==> src/rtl/key_debounce_multi.sv <==
// key_debounce_multi
//   Multi-channel mechanical key debouncer. Raw key pins are synchronised
//   internally, then each channel runs its own debounce state machine on a
//   shared 1 ms timebase. Each channel provides a debounced level, one-cycle
//   press/release pulses and a one-shot long-press pulse.
//
// Ports
//   CLK           system clock
//   RST           synchronous, active-high reset
//   Key_In        raw asynchronous key pins (IDLE_LEVEL when released)
//   Key_Level     debounced pin level, IDLE_LEVEL while released
//   Press_Pulse   1-cycle pulse when a press is accepted
//   Release_Pulse 1-cycle pulse when a release is accepted
//   Long_Pulse    1-cycle pulse after LONG_MS of hold, at most once per press
//   Tick_1ms      shared 1 ms timebase pulse
module key_debounce_multi #(
    parameter int   NUM_KEYS    = 4,
    parameter int   CLK_PER_MS  = 20000,
    parameter int   DEBOUNCE_MS = 10,
    parameter int   LONG_MS     = 1000,
    parameter logic IDLE_LEVEL  = 1'b1
) (
    input  logic                CLK,
    input  logic                RST,
    input  logic [NUM_KEYS-1:0] Key_In,
    output logic [NUM_KEYS-1:0] Key_Level,
    output logic [NUM_KEYS-1:0] Press_Pulse,
    output logic [NUM_KEYS-1:0] Release_Pulse,
    output logic [NUM_KEYS-1:0] Long_Pulse,
    output logic                Tick_1ms
);

    localparam int PW = (CLK_PER_MS > 1) ? $clog2(CLK_PER_MS) : 1;
    localparam int DW = $clog2(DEBOUNCE_MS + 1);
    localparam int HW = (LONG_MS > 0) ? $clog2(LONG_MS + 1) : 1;

    localparam logic [PW-1:0] PRESC_LAST = PW'(CLK_PER_MS - 1);
    localparam logic [DW-1:0] DEB_LAST   = DW'(DEBOUNCE_MS - 1);
    localparam logic [HW-1:0] LONG_LAST  = HW'((LONG_MS > 0) ? LONG_MS - 1 : 0);
    localparam logic [HW-1:0] LONG_MAX   = HW'(LONG_MS);
    localparam logic [NUM_KEYS-1:0] IDLE_VEC = {NUM_KEYS{IDLE_LEVEL}};

    typedef enum logic [1:0] {
        S_IDLE,
        S_PRESS_DEB,
        S_PRESSED,
        S_RELEASE_DEB
    } state_t;

    // Shared prescaler and input synchroniser
    logic [PW-1:0]       presc_q, presc_d;
    logic [NUM_KEYS-1:0] sync1_q, sync1_d;
    logic [NUM_KEYS-1:0] sync2_q, sync2_d;
    logic                tick;

    always_comb begin
        tick    = (presc_q == PRESC_LAST);
        presc_d = tick ? '0 : presc_q + PW'(1);
        sync1_d = Key_In;
        sync2_d = sync1_q;
    end

    always_ff @(posedge CLK) begin
        if (RST) begin
            presc_q <= '0;
            sync1_q <= IDLE_VEC;
            sync2_q <= IDLE_VEC;
        end else begin
            presc_q <= presc_d;
            sync1_q <= sync1_d;
            sync2_q <= sync2_d;
        end
    end

    assign Tick_1ms = tick;

    for (genvar g = 0; g < NUM_KEYS; g++) begin : g_ch
        state_t          state_q, state_d;
        logic [DW-1:0]   deb_q, deb_d;
        logic [HW-1:0]   hold_q, hold_d;
        logic            done_q, done_d;
        logic            level_q, level_d;
        logic            press_q, press_d;
        logic            rel_q, rel_d;
        logic            long_q, long_d;
        logic            pressed;

        assign pressed = (sync2_q[g] != IDLE_LEVEL);

        always_comb begin
            state_d = state_q;
            deb_d   = deb_q;
            hold_d  = hold_q;
            done_d  = done_q;
            level_d = level_q;
            press_d = 1'b0;
            rel_d   = 1'b0;
            long_d  = 1'b0;

            unique case (state_q)
                S_IDLE: begin
                    if (pressed) begin
                        state_d = S_PRESS_DEB;
                        deb_d   = '0;
                    end
                end
                S_PRESS_DEB: begin
                    if (!pressed) begin
                        state_d = S_IDLE;
                    end else if (tick) begin
                        if (deb_q == DEB_LAST) begin
                            state_d = S_PRESSED;
                            level_d = ~IDLE_LEVEL;
                            press_d = 1'b1;
                            hold_d  = '0;
                            done_d  = 1'b0;
                        end else begin
                            deb_d = deb_q + DW'(1);
                        end
                    end
                end
                S_PRESSED: begin
                    if (!pressed) begin
                        state_d = S_RELEASE_DEB;
                        deb_d   = '0;
                    end
                end
                S_RELEASE_DEB: begin
                    // hold_q is left alone so a release glitch does not
                    // restart the long-press timer.
                    if (pressed) begin
                        state_d = S_PRESSED;
                        deb_d   = '0;
                    end else if (tick) begin
                        if (deb_q == DEB_LAST) begin
                            state_d = S_IDLE;
                            level_d = IDLE_LEVEL;
                            rel_d   = 1'b1;
                        end else begin
                            deb_d = deb_q + DW'(1);
                        end
                    end
                end
                default: state_d = S_IDLE;
            endcase

            // Long-press timer runs while the key is held or its release is
            // still being debounced; it saturates and fires only once.
            if ((LONG_MS != 0) && tick &&
                ((state_q == S_PRESSED) || (state_q == S_RELEASE_DEB))) begin
                if ((hold_q == LONG_LAST) && !done_q) begin
                    long_d = 1'b1;
                    done_d = 1'b1;
                end
                if (hold_q != LONG_MAX) begin
                    hold_d = hold_q + HW'(1);
                end
            end
        end

        always_ff @(posedge CLK) begin
            if (RST) begin
                state_q <= S_IDLE;
                deb_q   <= '0;
                hold_q  <= '0;
                done_q  <= 1'b0;
                level_q <= IDLE_LEVEL;
                press_q <= 1'b0;
                rel_q   <= 1'b0;
                long_q  <= 1'b0;
            end else begin
                state_q <= state_d;
                deb_q   <= deb_d;
                hold_q  <= hold_d;
                done_q  <= done_d;
                level_q <= level_d;
                press_q <= press_d;
                rel_q   <= rel_d;
                long_q  <= long_d;
            end
        end

        assign Key_Level[g]     = level_q;
        assign Press_Pulse[g]   = press_q;
        assign Release_Pulse[g] = rel_q;
        assign Long_Pulse[g]    = long_q;
    end

endmodule

==> config.mk <==
export PLATFORM = sky130hd
export DESIGN_NAME = key_debounce_multi
export DESIGN_NICKNAME = d
export VERILOG_FILES = /design/src/rtl/key_debounce_multi.sv
export SDC_FILE = /design/constraint.sdc
export NUM_CORES = 1
export LEC_CHECK = 0
export ABC_AREA = 1
export BUFFER_PORTS_ARGS = -buffer_cell sky130_fd_sc_hd__buf_2
export CORE_ASPECT_RATIO = 1.1
export CORE_MARGIN = 3
export CORE_UTILIZATION = 55
export CTS_CLUSTER_DIAMETER = 50
export DETAILED_ROUTE_END_ITERATION = 8
export GPL_TIMING_DRIVEN = 0
export PLACE_DENSITY = 0.72
export SYNTH_ARGS = -nofsm -noshare
export SYNTH_HDL_FRONTEND = slang
export SYNTH_SLANG_ARGS = --single-unit
==> constraint.sdc <==
create_clock -name CLK -period 2.05 [get_ports CLK]
set_clock_uncertainty 0.2 [all_clocks]
set_input_delay 0.1025 -clock CLK [delete_from_list [all_inputs] [get_ports CLK]]
set_output_delay 0.1025 -clock CLK [all_outputs]
set_load 0.01 [all_outputs]
==> results.toml <==
[run_status]
status = "complete, no violations"

[die]
die_w_um = 104.9
initial_utilization_pct = 56.65
die_h_um = 114.8
core_area_sq_um = 10440
die_area_sq_um = 12040
io_pins = 23
rows = 39

[clocking]
clk_pin_slew_ps = 70
cts_buffer_depth = 2
clk_latency_ps = 350
tritoncts = "yes"
htree_levels = 3
cts_buffers = 9
cts-root-buf = "clkbuf_16"
clock-sinks = 107

[yosys]
synth_cell_type_count = 42
synth.net_count = 880
synth_xor_area_share_pct = 1.629
yosys.area_share.simple_pct = 38.20
synth_warnings = 0
synth-adder-area-share_pct = 3.596
ys_ff_latch = 107
syn_inst = 857
synth.cell_area_sq_um = 5916
synth_compound_area_share_pct = 9.306
synth.avg_cell_area_sq_um = 6.903
synth-seq-area-share_pct = 36.21
synth_mux_area_share_pct = 0
synth_top_family_by_area = "simple AND/OR/NAND/NOR gates"

[worst_setup_path]
critical_path_arrival_ps = 2030
r2r_cells = 8
critPathKind = "reg -> reg"
critPathMaxFanout = 5
cp.required_ps = 2090
cp-start-kind = "flip-flop"
endpoint_kind = "flip-flop"

[finish]
antenna_cells = 0
layout_commonest_cell = "nand2_1"
finalInstanceArea_sq_um = 6723
final_layout_size_suffix_gt1_share_pct = 14.40
nNetsFinal = 928
utilization_pct = 64.38
mostFrequentLayoutCells = "nand2_1, dfxtp_1, inv_1, nor2_1, nand3_1"
syn_to_final_growth_pct = 13.64

[place]
gp_congestion = 0.9132
dpl-instance-area_sq_um = 6205
place_hpwl_um = 9802
portBuffers = 22

[sta]
grt_setup_unrepaired = "yes"
period_share_pct = 96.91
slew_violations = 0
tightest_slew_ps = 792.6
finalSetupTns_ps = 0
maxSlewHeadroom_pct = 47.16
finalHoldViolations = 0
holdWs_ps = 123.9
fmax_ghz = 0.5034
finalSetupViolCount = 0
min_period_ps = 1987

[routing]
drt-vias-per-instance = 5.235
drt_pass1_iterations = 5
wirelength_um = 14150
drt-wirelength-per-cell_um = 13.44
drt_iter0_drc = 460
antenna_left = 0
via_count = 5512
drc = 0

[grt]
busiest_layer = "met2"
grt_overflow = 0
met1_usage_pct = 29.46
use_met2_pct = 41.21
grt_pass1_vias = 5197
grt_pass1_wl_um = 23550
antenna_found_initial = 0
grt_max_degree = 16
use_met3_pct = 3.369
track_usage_pct = 24.02

[power_and_ir_drop]
leakage_nw = 2.813
p_per_area_nw_per_um2 = 599.3
finalPower_mw = 4.029
irDropWorstVdd_mv = 0.4050

[run]
maxCapViolCount = 0

[min_path]
hold_depth = 4
hold_path_class = "in -> reg"
## Yosys cell counts
cell type,number,area (sq um)
o21ai_0,21,105.1
a31o_1,1,8.760
clkinv_1,2,7.510
nor2_8,5,100.1
a211oi_1,3,22.52
nor2_2,4,25.02
o21a_1,2,15.01
a21oi_2,1,8.760
inv_2,4,15.01
dfxtp_1,107,2142
buf_6,2,22.52
or2_2,8,50.05
nand3_2,7,70.07
nor2_4,2,22.52
o31ai_1,2,15.01
a21o_1,1,7.510
nand3_1,82,410.4
xor2_1,11,96.34
o21ai_1,4,20.02
buf_4,17,127.6
nor3_1,17,85.08
buf_1,2,7.510
nand2_1,204,765.7
nand4_1,18,112.6
nand4_4,1,21.27
nor3b_1,2,15.01
nand3_4,5,87.58
ha_1,17,212.7
a21oi_1,65,325.3
and3_1,3,18.77
clkbuf_1,8,30.03
inv_1,105,394.1
nand2_2,3,18.77
o21bai_1,2,15.01
clkinv_2,1,5.000
buf_2,6,30.03
nor3_2,3,30.03
o211ai_1,1,7.510
nor2_1,103,386.6
buf_8,1,15.01
nand3b_1,2,15.01
nand4_2,2,25.02
## metal layers
metal  share of wire (%)  vias to the layer above  wire, um
met2                  48                      127      6784
met1                  45                     2525      6376
met3                 3.9                       30       555
met4                 3.1                        0       437
met5                   0                        -         0
li1                    -                     2830         -
## state kept, by name, summed over array words and instances, names as in the netlist, named ones only
signal / flops
g_ch.deb_q: 16
g_ch.done_q: 4
g_ch.hold_q: 40
g_ch.level_q: 4
g_ch.long_q: 4
g_ch.press_q: 4
g_ch.rel_q: 4
g_ch.state_q: 4
presc_q: 15
sync1_q: 4
sync2_q: 4
## worst max-delay path, stage by stage, from the launching register on
cell and delay (ps):
dfxtp_1 310, inv_1 150, nand3_2 200, nor2_1 270, nand2_1 210, inv_2 180
nand3_1 130, a21oi_1 190, nor2_1 50
## cells by family (layout without fill, tap and decap cells)
group | count (synthesis) | count (layout)
fa+ha+maj | 17 | 17
buf+inv | 148 | 201
simple gates | 471 | 471
xor+xnor | 11 | 11
flops | 107 | 107
compound gates | 103 | 103
## layout make-up
class	instances	area (sq um)
multi-input combinational	602	3181
clock inverter	1	30.03
fill	961	3720
buffer	36	237.7
timing repair buffer	37	247.7
inverter	112	424.2
sequential	107	2146
clock buffer	15	277.8
tap	143	178.9
## final timing paths
kind	slack, ps	to	startpoint
worst max register to register	60	g_ch[1].hold_q[4]$_SDFF_PP0_	presc_q[12]$_SDFF_PP0_
worst min register to register	210	sync2_q[2]$_SDFF_PP1_	sync1_q[2]$_SDFF_PP1_
worst max-delay path	60	g_ch[1].hold_q[4]$_SDFF_PP0_	presc_q[12]$_SDFF_PP0_
worst min-delay path	120	presc_q[5]$_SDFF_PP0_	RST
## power by group
group          internal, mW  total [mW]  leakage (nW)  switching [mW]
logic                0.0385       0.123          1.80          0.0841
registers              2.09        2.10         0.866          0.0118
clock network          1.05        1.80         0.150           0.751
total                  3.18        4.03          2.81           0.847
## through the flow
stage,instances,setup slack [ps]
after floorplan,857,294.3
after global placement,1022,-18.78
after detailed placement,1022,-57.57
after CTS,1047,22.64
after global routing,1053,-9.127
final,1053,63.43
## what timing repair did
item | 4_1_cts | 5_1_grt
gates resized for setup | 6 | 17
setup endpoints to repair | 13 | 52
hold buffers | 5 | 0
pin swaps | 2 | 2
setup buffers | 4 | 6
hold endpoints to repair | 7 | 0
(Power assumes the default switching activity.)
